**src/rtl/display_pkg.sv**
```systemverilog
// Glyph table, digit count and segment bit order shared by the 7-segment
// capture logic and the display driver.
package display_pkg;

  localparam int NUM_DIGITS = 4;

  // Bit position of each segment inside the 7-bit segments bus.
  localparam int SEG_A = 6;
  localparam int SEG_B = 5;
  localparam int SEG_C = 4;
  localparam int SEG_D = 3;
  localparam int SEG_E = 2;
  localparam int SEG_F = 1;
  localparam int SEG_G = 0;

  // Glyphs written in a..g order, MSB = a.
  localparam logic [6:0] GLYPH_0 = 7'b1111110;
  localparam logic [6:0] GLYPH_1 = 7'b0110000;
  localparam logic [6:0] GLYPH_2 = 7'b1101101;
  localparam logic [6:0] GLYPH_3 = 7'b1111001;
  localparam logic [6:0] GLYPH_4 = 7'b0110011;
  localparam logic [6:0] GLYPH_5 = 7'b1011011;
  localparam logic [6:0] GLYPH_6 = 7'b1011111;
  localparam logic [6:0] GLYPH_7 = 7'b1110000;
  localparam logic [6:0] GLYPH_8 = 7'b1111111;
  localparam logic [6:0] GLYPH_9 = 7'b1111011;
  localparam logic [6:0] GLYPH_A = 7'b1110111;
  localparam logic [6:0] GLYPH_B = 7'b0011111;
  localparam logic [6:0] GLYPH_C = 7'b1001110;
  localparam logic [6:0] GLYPH_D = 7'b0111101;
  localparam logic [6:0] GLYPH_E = 7'b1001111;
  localparam logic [6:0] GLYPH_F = 7'b1000111;

  // Encoder used on the driver side; returns the glyph in a..g order.
  function automatic logic [6:0] hex_to_glyph(input logic [3:0] nib);
    logic [6:0] g;
    case (nib)
      4'h0: g = GLYPH_0;
      4'h1: g = GLYPH_1;
      4'h2: g = GLYPH_2;
      4'h3: g = GLYPH_3;
      4'h4: g = GLYPH_4;
      4'h5: g = GLYPH_5;
      4'h6: g = GLYPH_6;
      4'h7: g = GLYPH_7;
      4'h8: g = GLYPH_8;
      4'h9: g = GLYPH_9;
      4'hA: g = GLYPH_A;
      4'hB: g = GLYPH_B;
      4'hC: g = GLYPH_C;
      4'hD: g = GLYPH_D;
      4'hE: g = GLYPH_E;
      default: g = GLYPH_F;
    endcase
    return g;
  endfunction

endpackage

```
**src/rtl/display_capture_seg_to_hex.sv**
```systemverilog
// Combinational 7-segment glyph decoder: segments in, hex nibble plus a
// flag saying whether the pattern is one of the 16 legal glyphs.
module seg_to_hex
  import display_pkg::*;
(
  input  logic [6:0] segments,
  output logic [3:0] nibble,
  output logic       glyph_ok
);

  logic [6:0] w_abc;

  // Reorder into a..g so the table below is independent of bus wiring.
  assign w_abc = {segments[SEG_A], segments[SEG_B], segments[SEG_C],
                  segments[SEG_D], segments[SEG_E], segments[SEG_F],
                  segments[SEG_G]};

  always_comb begin
    nibble   = 4'h0;
    glyph_ok = 1'b1;
    case (w_abc)
      GLYPH_0: nibble = 4'h0;
      GLYPH_1: nibble = 4'h1;
      GLYPH_2: nibble = 4'h2;
      GLYPH_3: nibble = 4'h3;
      GLYPH_4: nibble = 4'h4;
      GLYPH_5: nibble = 4'h5;
      GLYPH_6: nibble = 4'h6;
      GLYPH_7: nibble = 4'h7;
      GLYPH_8: nibble = 4'h8;
      GLYPH_9: nibble = 4'h9;
      GLYPH_A: nibble = 4'hA;
      GLYPH_B: nibble = 4'hB;
      GLYPH_C: nibble = 4'hC;
      GLYPH_D: nibble = 4'hD;
      GLYPH_E: nibble = 4'hE;
      GLYPH_F: nibble = 4'hF;
      default: glyph_ok = 1'b0;
    endcase
  end

endmodule

```
**src/rtl/display_capture.sv**
```systemverilog
// Recovers a 4-digit hex value by snooping a multiplexed 7-segment display.
// Define DISPLAY_CAPTURE_ERR_EN to enable the err pulse and err_cnt counter.
module display_capture
  import display_pkg::*;
#(
  parameter int SETTLE  = 4,
  parameter int TIMEOUT = 65535
) (
  input  logic        clk,
  input  logic        rst_n,
  input  logic [3:0]  anodes,
  input  logic [6:0]  segments,
  output logic [15:0] data,
  output logic        valid,
  output logic        stale,
  output logic        err,
  output logic [7:0]  err_cnt
);

  localparam int            TW     = $clog2(TIMEOUT + 1);
  localparam logic [7:0]    ST_MAX = 8'(SETTLE);
  localparam logic [7:0]    ST_ARM = 8'(SETTLE - 1);
  localparam logic [TW-1:0] TO_MAX = TW'(TIMEOUT);
  localparam logic [TW-1:0] TO_ARM = TW'(TIMEOUT - 1);

  logic [3:0]    r_an_p0;
  logic [6:0]    r_seg_p0;
  logic [3:0]    r_an_p1;
  logic [6:0]    r_seg_p1;
  logic [7:0]    r_stab;
  logic [3:0]    r_seen;
  logic [15:0]   r_shadow;
  logic [15:0]   r_data;
  logic          r_valid;
  logic          r_stale;
  logic [TW-1:0] r_to;

  logic          w_change;
  logic          w_sample;
  logic          w_onehot;
  logic          w_glyph_ok;
  logic [3:0]    w_nibble;
  logic          w_capture;
  logic [3:0]    w_seen_next;
  logic          w_full;
  logic [15:0]   w_shadow_next;

  // Stage p0: raw display pins registered; p1 holds the previous p0 copy.
  always_ff @(posedge clk) begin
    if (!rst_n) begin
      r_an_p0  <= '0;
      r_seg_p0 <= '0;
      r_an_p1  <= '0;
      r_seg_p1 <= '0;
    end else begin
      r_an_p0  <= anodes;
      r_seg_p0 <= segments;
      r_an_p1  <= r_an_p0;
      r_seg_p1 <= r_seg_p0;
    end
  end

  assign w_change = (r_an_p0 != r_an_p1) || (r_seg_p0 != r_seg_p1);
  // One sample per dwell: only the SETTLE-1 -> SETTLE step fires.
  assign w_sample = !w_change && (r_stab == ST_ARM);
  assign w_onehot = (r_an_p0 != '0) && ((r_an_p0 & (r_an_p0 - 4'd1)) == '0);

  always_ff @(posedge clk) begin
    if (!rst_n) begin
      r_stab <= '0;
    end else if (w_change) begin
      r_stab <= '0;
    end else if (r_stab != ST_MAX) begin
      r_stab <= r_stab + 8'd1;
    end
  end

  seg_to_hex u_dec (
    .segments (r_seg_p0),
    .nibble   (w_nibble),
    .glyph_ok (w_glyph_ok)
  );

  assign w_capture   = w_sample && w_onehot && w_glyph_ok;
  assign w_seen_next = r_seen | r_an_p0;
  assign w_full      = w_capture && (w_seen_next == 4'hF);

  always_comb begin
    w_shadow_next = r_shadow;
    for (int i = 0; i < NUM_DIGITS; i++) begin
      if (r_an_p0[i]) w_shadow_next[4*i +: 4] = w_nibble;
    end
  end

  // Stage p2: frame assembly, publish on the fourth distinct digit.
  always_ff @(posedge clk) begin
    if (!rst_n) begin
      r_seen   <= '0;
      r_shadow <= '0;
      r_data   <= '0;
      r_valid  <= 1'b0;
      r_stale  <= 1'b0;
      r_to     <= '0;
    end else begin
      r_valid <= w_full;
      if (w_capture) begin
        r_shadow <= w_shadow_next;
        r_to     <= '0;
        r_stale  <= 1'b0;
        if (w_full) begin
          r_data <= w_shadow_next;
          r_seen <= '0;
        end else begin
          r_seen <= w_seen_next;
        end
      end else begin
        if (r_to != TO_MAX) r_to <= r_to + 1'b1;
        if (r_to == TO_ARM) begin
          r_seen  <= '0;
          r_stale <= 1'b1;
        end
      end
    end
  end

  assign data  = r_data;
  assign valid = r_valid;
  assign stale = r_stale;

`ifdef DISPLAY_CAPTURE_ERR_EN
  logic       w_illegal;
  logic       r_err;
  logic [7:0] r_err_cnt;

  // Blank (all anodes off) is legal; anything else must be one-hot and a glyph.
  assign w_illegal = w_sample && (r_an_p0 != '0) && !(w_onehot && w_glyph_ok);

  always_ff @(posedge clk) begin
    if (!rst_n) begin
      r_err     <= 1'b0;
      r_err_cnt <= '0;
    end else begin
      r_err <= w_illegal;
      if (w_illegal && (r_err_cnt != 8'hFF)) r_err_cnt <= r_err_cnt + 8'd1;
    end
  end

  assign err     = r_err;
  assign err_cnt = r_err_cnt;
`else
  assign err     = 1'b0;
  assign err_cnt = '0;
`endif

endmodule

```
**config.mk**
```make
export PLATFORM = sky130hd
export DESIGN_NAME = display_capture
export DESIGN_NICKNAME = d
export VERILOG_FILES = /design/src/rtl/display_pkg.sv /design/src/rtl/display_capture_seg_to_hex.sv /design/src/rtl/display_capture.sv
export SDC_FILE = /design/constraint.sdc
export NUM_CORES = 1
export LEC_CHECK = 0
export CAP_MARGIN = 20
export CORE_MARGIN = 2
export CORE_UTILIZATION = 60
export DETAILED_ROUTE_END_ITERATION = 7
export PLACE_DENSITY = 0.83
export SETUP_SLACK_MARGIN = 0.4
export SLEW_MARGIN = 20
export SYNTH_ARGS = -nofsm -noshare
export SYNTH_HDL_FRONTEND = slang
export SYNTH_SLANG_ARGS = --single-unit
```
**constraint.sdc**
```tcl
create_clock -name clk -period 5.5 [get_ports clk]
set_input_delay 1.1 -clock clk [delete_from_list [all_inputs] [get_ports clk]]
set_output_delay 1.1 -clock clk [all_outputs]
set_load 0.005 [all_outputs]
```
==> results.ini, run 1 <==
[synthesis]
synth_common_cells=dfxtp_1 (84), nor2_1 (51), nand2_1 (35)
synth-edff-count=0
synthFlopType=dfxtp_1
yosys_warnings=0
synthXorXnorAreaFrac=0.07132
synth_adder_area_share=0.01235
async_flop_share=0
synthCells=468
syn_area_per_cell_sq_um=8.659
synth_cell_types=56
synth-seq-cells=84
synth_compound_area_frac=0.1167
seq_area_frac_synth=0.4149
synth_top_area_frac=0.4149
yosysTopAreaCell=dfxtp_1
synth_area_leaders=dfxtp_1 (41%), mux2i_1 (5.9%), nor2_1 (4.7%), xnor2_1 (4.5%), and2_1 (3.4%)
synth_top_family_by_area=simple AND/OR/NAND/NOR gates
synth_area_sq_mm=0.004053
yosysMostFrequentCell=dfxtp_1
synthMuxAreaShare=0.05928
yosys.area_share.simple=0.2627

[placement]
gp_congestion=0.8363
numPortBuffers=30
dp_slack_ns=1.972
hpwlAfterDp_mm=5.336

[layout]
multiInputGateArea_sq_mm=0.002151
syn2layout_area_growth_pct=11.15
final_core_util=0.6974
regArea_sq_mm=0.001682
antenna_cells=0
final_nets=493
nFillCells=514
drive_gt1_frac=0.05821

[global_route]
use_met3=0.06762
grt_pass1_vias=2957
track_usage=0.2281
grt_use_met1=0.2731
grt_pass1_wl_mm=13.52
gr-total-overflow=0
grt.busiest_layer=met2
grt_max_degree=56
antenna_found_initial=0
globalRouteMet2Util=0.3982

[timing]
timing.fmax_mhz=306.4
drv_slew=0
setup_viol=0
worst_pin_slew_ns=0.8138
post-route-period-util=0.5934
skew_ns=0.01061
setup_ws_ns=2.236
hold_viol_final=0
rsz0062_at_grt=no
slew-limit-headroom=0.4504
finalSetupTns_ns=0
period_minus_slack_ns=3.264

[floorplan]
die_y_um=86.19
start_util=0.6275
die_area_sq_mm=0.007428
ios=40
rows=29
die_width_um=86.19
coreArea_sq_mm=0.006459

[setup_path]
path_cells=nor4bb_1, o211a_1, a21oi_1, nand3_1, nand3_1, mux2i_1
slowest_stage=dfxtp_1
critical_path_class=reg2reg
cp_common_cell=nand3_1
slowest_delay_ns=0.71
start_kind=register
end_kind=register
cp.required_ns=5.78
crit_fanout=22
arrival_ns=3.54

[clock_tree]
cts_tree=done
cts.sinks=84
numCtsBuffers=9
cts.clk_slew.worst_paths_ns=0.09
cts-hold-fix-buffers=0
clk_path_buf_depth=2
clk_latency_ns=0.36
cts-resized-gates=0
htreeDepth=3
root_buffer=clkbuf_8
post_cts_buffers=0

[outcome]
outcome=finished, final reports clean

[power_and_ir_drop]
p_leak_nw=1.698
power_density_mw_per_mm2=263.4
vdd_drop_max_mv=0.1957
power.total_w=0.001186

[worst_hold_path]
min-delay-path-class=reg2reg

[detailed_routing]
totalWireLength_mm=7.941
via_count=3216
ant_nets=0
drtPass1Iterations=4
routed_via_density=5.763
drt_iter0_drc=149
routedWlPerCell_um=14.23
drc=0

[flow_run]
drv_cap=0

[path summary, 6_finish.rpt]
kind,to,cells past startpoint,startpoint,slack (ns)
min reg2reg,data[11],2,data[11],0.47
min,data[11],2,data[11],0.47
max reg2reg,data[1],6,r_seg_p0[6],2.24
max,data[1],6,r_seg_p0[6],2.24
[state kept, by name (all words and copies together) (netlist names)]
register  cells
data         16
r_an_p0       4
r_an_p1       4
r_seen        4
r_seg_p0      7
r_seg_p1      7
r_shadow     16
r_stab        8
r_to         16
stale         1
valid         1
[cells by family (layout without fill, tap and decap cells)]
| group | count (synthesis) | count (layout) |
|---|---|---|
| fa+ha+maj | 4 | 4 |
| simple gates | 197 | 197 |
| flops | 84 | 84 |
| buf+inv | 54 | 59 |
| compound gates | 71 | 71 |
| xor+xnor | 33 | 33 |
| other cells | 1 | 9 |
| mux | 24 | 24 |
[metal layers]
metal	vias up	part of all wire
met5	-	0
met3	9	0.053
li1	1618	-
met1	1495	0.44
met2	94	0.50
met4	0	0.014
[cell usage in the layout, fill, tap and decap left out, types with 2 or more instances in the layout]
| master | instances |
|---|---|
| o211ai_1 | 5 |
| nand4_1 | 14 |
| o21ai_0 | 12 |
| nor3_2 | 4 |
| conb_1 | 9 |
| nand3b_1 | 3 |
| xnor2_1 | 21 |
| bufinv_16 | 2 |
| nor4bb_1 | 3 |
| xor2_1 | 12 |
| nor2b_1 | 2 |
| or3b_2 | 2 |
| clkdlybuf4s50_1 | 30 |
| nand3_1 | 27 |
| o21ai_1 | 5 |
| nor3b_1 | 2 |
| mux2i_1 | 24 |
| a31oi_1 | 10 |
| a211o_1 | 6 |
| and3_1 | 6 |
| inv_1 | 11 |
| a21o_1 | 5 |
| nor2_1 | 51 |
| and4_1 | 4 |
| and2_1 | 22 |
| inv_6 | 2 |
| nand2b_1 | 2 |
| nand2_1 | 35 |
| dfxtp_1 | 84 |
| and3b_1 | 2 |
| nor3_1 | 9 |
| ha_1 | 4 |
| o22ai_1 | 2 |
| a21oi_1 | 14 |
| o211a_1 | 2 |
| clkbuf_8 | 9 |
[report_power, final]
part / total (W) / internal (W) / switching [W]
Combinational: 0.0000635 / 0.0000312 / 0.0000323
Clock: 0.000484 / 0.000259 / 0.000225
Sequential: 0.000639 / 0.000617 / 0.0000223
[critical path, delay by kind of cell (launching register included)]
| family | cells | cell delay [ns] |
|---|---|---|
| compound gates | 2 | 0.69 |
| flops | 1 | 0.71 |
| simple gates | 3 | 1.51 |
| mux | 1 | 0.26 |
[layout make-up]
| type | count | area share |
|---|---|---|
| Clock buffer | 9 | 0.02750 |
| Inverter | 12 | 0.01000 |
| Sequential cell | 84 | 0.3733 |
| Multi-Input combinational cell | 338 | 0.4775 |
| Tap cell | 77 | 0.02139 |
| Timing Repair Buffer | 31 | 0.06833 |
| Clock inverter | 7 | 0.02194 |
[stage by stage]
step / instances / cell area (sq um) / hold WS (ns)
global route: 558 / 4504 / 0.4783
CTS: 558 / 4504 / 0.4677
detailed placement: 542 / 4282 / 0.4542
floorplan: 476 / 4083 / 0.4354
finish: 558 / 4504 / 0.4652
global placement: 542 / 4282 / 0.4450
Note: power is estimated with default switching activity, not from simulation.
==> inputs of run 2 (changes only) <==
Settings changed: CORE_UTILIZATION 60 to 57, PLACE_DENSITY 0.83 to 0.8.
Clock period 5.5 ns to 3.4 ns, I/O delays scaled along.
==> results.ini, run 2 (same netlist as run 1, synthesis figures left out) <==
[outcome]
outcome=finished, final reports clean

[placement]
numPortBuffers=30
hpwlAfterDp_mm=5.655
gp_congestion=0.8710
dp_slack_ns=0.7152

[timing]
slew-limit-headroom=0.4162
worst_pin_slew_ns=0.8643
setup_ws_ns=0.6314
finalSetupTns_ns=0
hold_viol_final=0
post-route-period-util=0.8143
setup_viol=0
timing.fmax_mhz=361.2
skew_ns=0.007073
drv_slew=0
period_minus_slack_ns=2.769
rsz0062_at_grt=no

[floorplan]
die_y_um=88.32
start_util=0.5932
ios=40
die_area_sq_mm=0.007800
coreArea_sq_mm=0.006832
die_width_um=88.32
rows=30

[power_and_ir_drop]
p_switching_w=0.0004531
power.total_w=0.001885
internal-power_w=0.001432
vdd_drop_max_mv=0.2468
p_leak_nw=1.716
switching_share=0.2403
power_density_mw_per_mm2=414.0
pwr-share-seq=0.546
p_clk_frac=0.394
comb_power_share=0.059

[setup_path]
start_kind=register
critical_path_class=reg2reg
r2r-start=r_seg_p0[6]
cp_common_cell=nand3_1
end_kind=register
slowest_stage=dfxtp_1
crit_fanout=19
slowest_delay_ns=0.69
r2r_cells=6
cp.required_ns=3.68
path_cells=xnor2_1, nand3_1, nor3_1, and3_1, nand3_1, mux2i_1
rr_endpoint=data[3]
arrival_ns=3.04
r2r_slack_ns=0.63

[flow_run]
drv_cap=0

[clock_tree]
cts-hold-fix-buffers=0
post_cts_buffers=0
cts_tree=done
clk_latency_ns=0.35
htreeDepth=3
cts.clk_slew.worst_paths_ns=0.08
numCtsBuffers=9
cts.sinks=84
root_buffer=clkbuf_8
clk_path_buf_depth=2
cts-resized-gates=0

[detailed_routing]
routed_via_density=5.622
ant_nets=0
via_count=3272
drtPass1Iterations=5
totalWireLength_mm=8.244
drt_iter0_drc=257
routedWlPerCell_um=14.16
drc=0

[worst_hold_path]
min_path_cells=2
worst_hold_path.endpoint=r_shadow[7]
min-delay-path-class=reg2reg
hold_start=r_shadow[7]

[layout]
drive_gt1_frac=0.06790
final_core_util=0.6665
final_cell_mix=dfxtp_1 (84), nor2_1 (51), nand2_1 (35)
syn2layout_area_growth_pct=12.35
final_common_cell=dfxtp_1
final_nets=498
antenna_cells=0

[global_route]
track_usage=0.2287
antenna_found_initial=0
grt_pass1_vias=2932
gr-total-overflow=0
grt_max_degree=55
grt_pass1_wl_mm=13.98

run 2: cell types whose count changed in the layout (fill, tap and decap cells not counted):
cell        change
buf_4           +5
clkbuf_8        +2
bufinv_16       -1
clkinv_4        -1
clkinvlp_4      +1
inv_6           -1
run 2: layer usage:
layer,up-vias,track usage,wire length [um]
met5,-,0,0
met4,0,0.08815,144
met3,14,0.04944,479
met2,93,0.3431,3639
met1,1531,0.3236,3979
li1,1634,-,-
run 2: how the worst max path moves through the flow:
stage | from | endpoint | slack, ns | cells past startpoint
after floorplan | r_stab[3] | data[12] | 1.15 | 7
final | r_seg_p0[6] | data[3] | 0.63 | 6
after global routing | r_an_p0[1] | data[3] | 0.42 | 6
after CTS | r_an_p0[3] | data[3] | 0.68 | 6
after global placement | r_an_p0[1] | data[5] | 0.85 | 6
after detailed placement | r_an_p0[3] | data[3] | 0.72 | 6
run 2: area by class of cell:
class                      count  area, sq um
fill                         554         2278
tap                           96        120.1
multi-input combinational    338         2151
clock inverter                 5        58.81
sequential                    84         1682
clock buffer                  11        151.4
timing repair buffer          36        345.3
inverter                      12        45.04
run 2: power by group through the flow:
stage / clock [W] / combinational, W / sequential [W]
final: 0.000743 / 0.000112 / 0.00103
after global routing: 0.000791 / 0.000125 / 0.00103
after CTS: 0.000758 / 0.000111 / 0.00103
after detailed placement: 0 / 0.000110 / 0.00105
after global placement: 0 / 0.000107 / 0.00105
after floorplan: 0 / 0.000106 / 0.00103
run 2: through the flow:
step | area, sq um | hold slack (ns) | std cells
4_1_cts | 4553 | 0.4673 | 582
2_1_floorplan | 4083 | 0.4354 | 476
6_report | 4553 | 0.4656 | 582
3_5_place_dp | 4343 | 0.4526 | 566
5_1_grt | 4553 | 0.4852 | 582
3_3_place_gp | 4343 | 0.4441 | 566
run 2: critical path: cells and delay by family (launching register included):
kind / cells / cell delay (ns)
multiplexers: 1 / 0.29
AND/OR/NAND/NOR: 4 / 1.53
XOR/XNOR: 1 / 0.18
flip-flops: 1 / 0.69
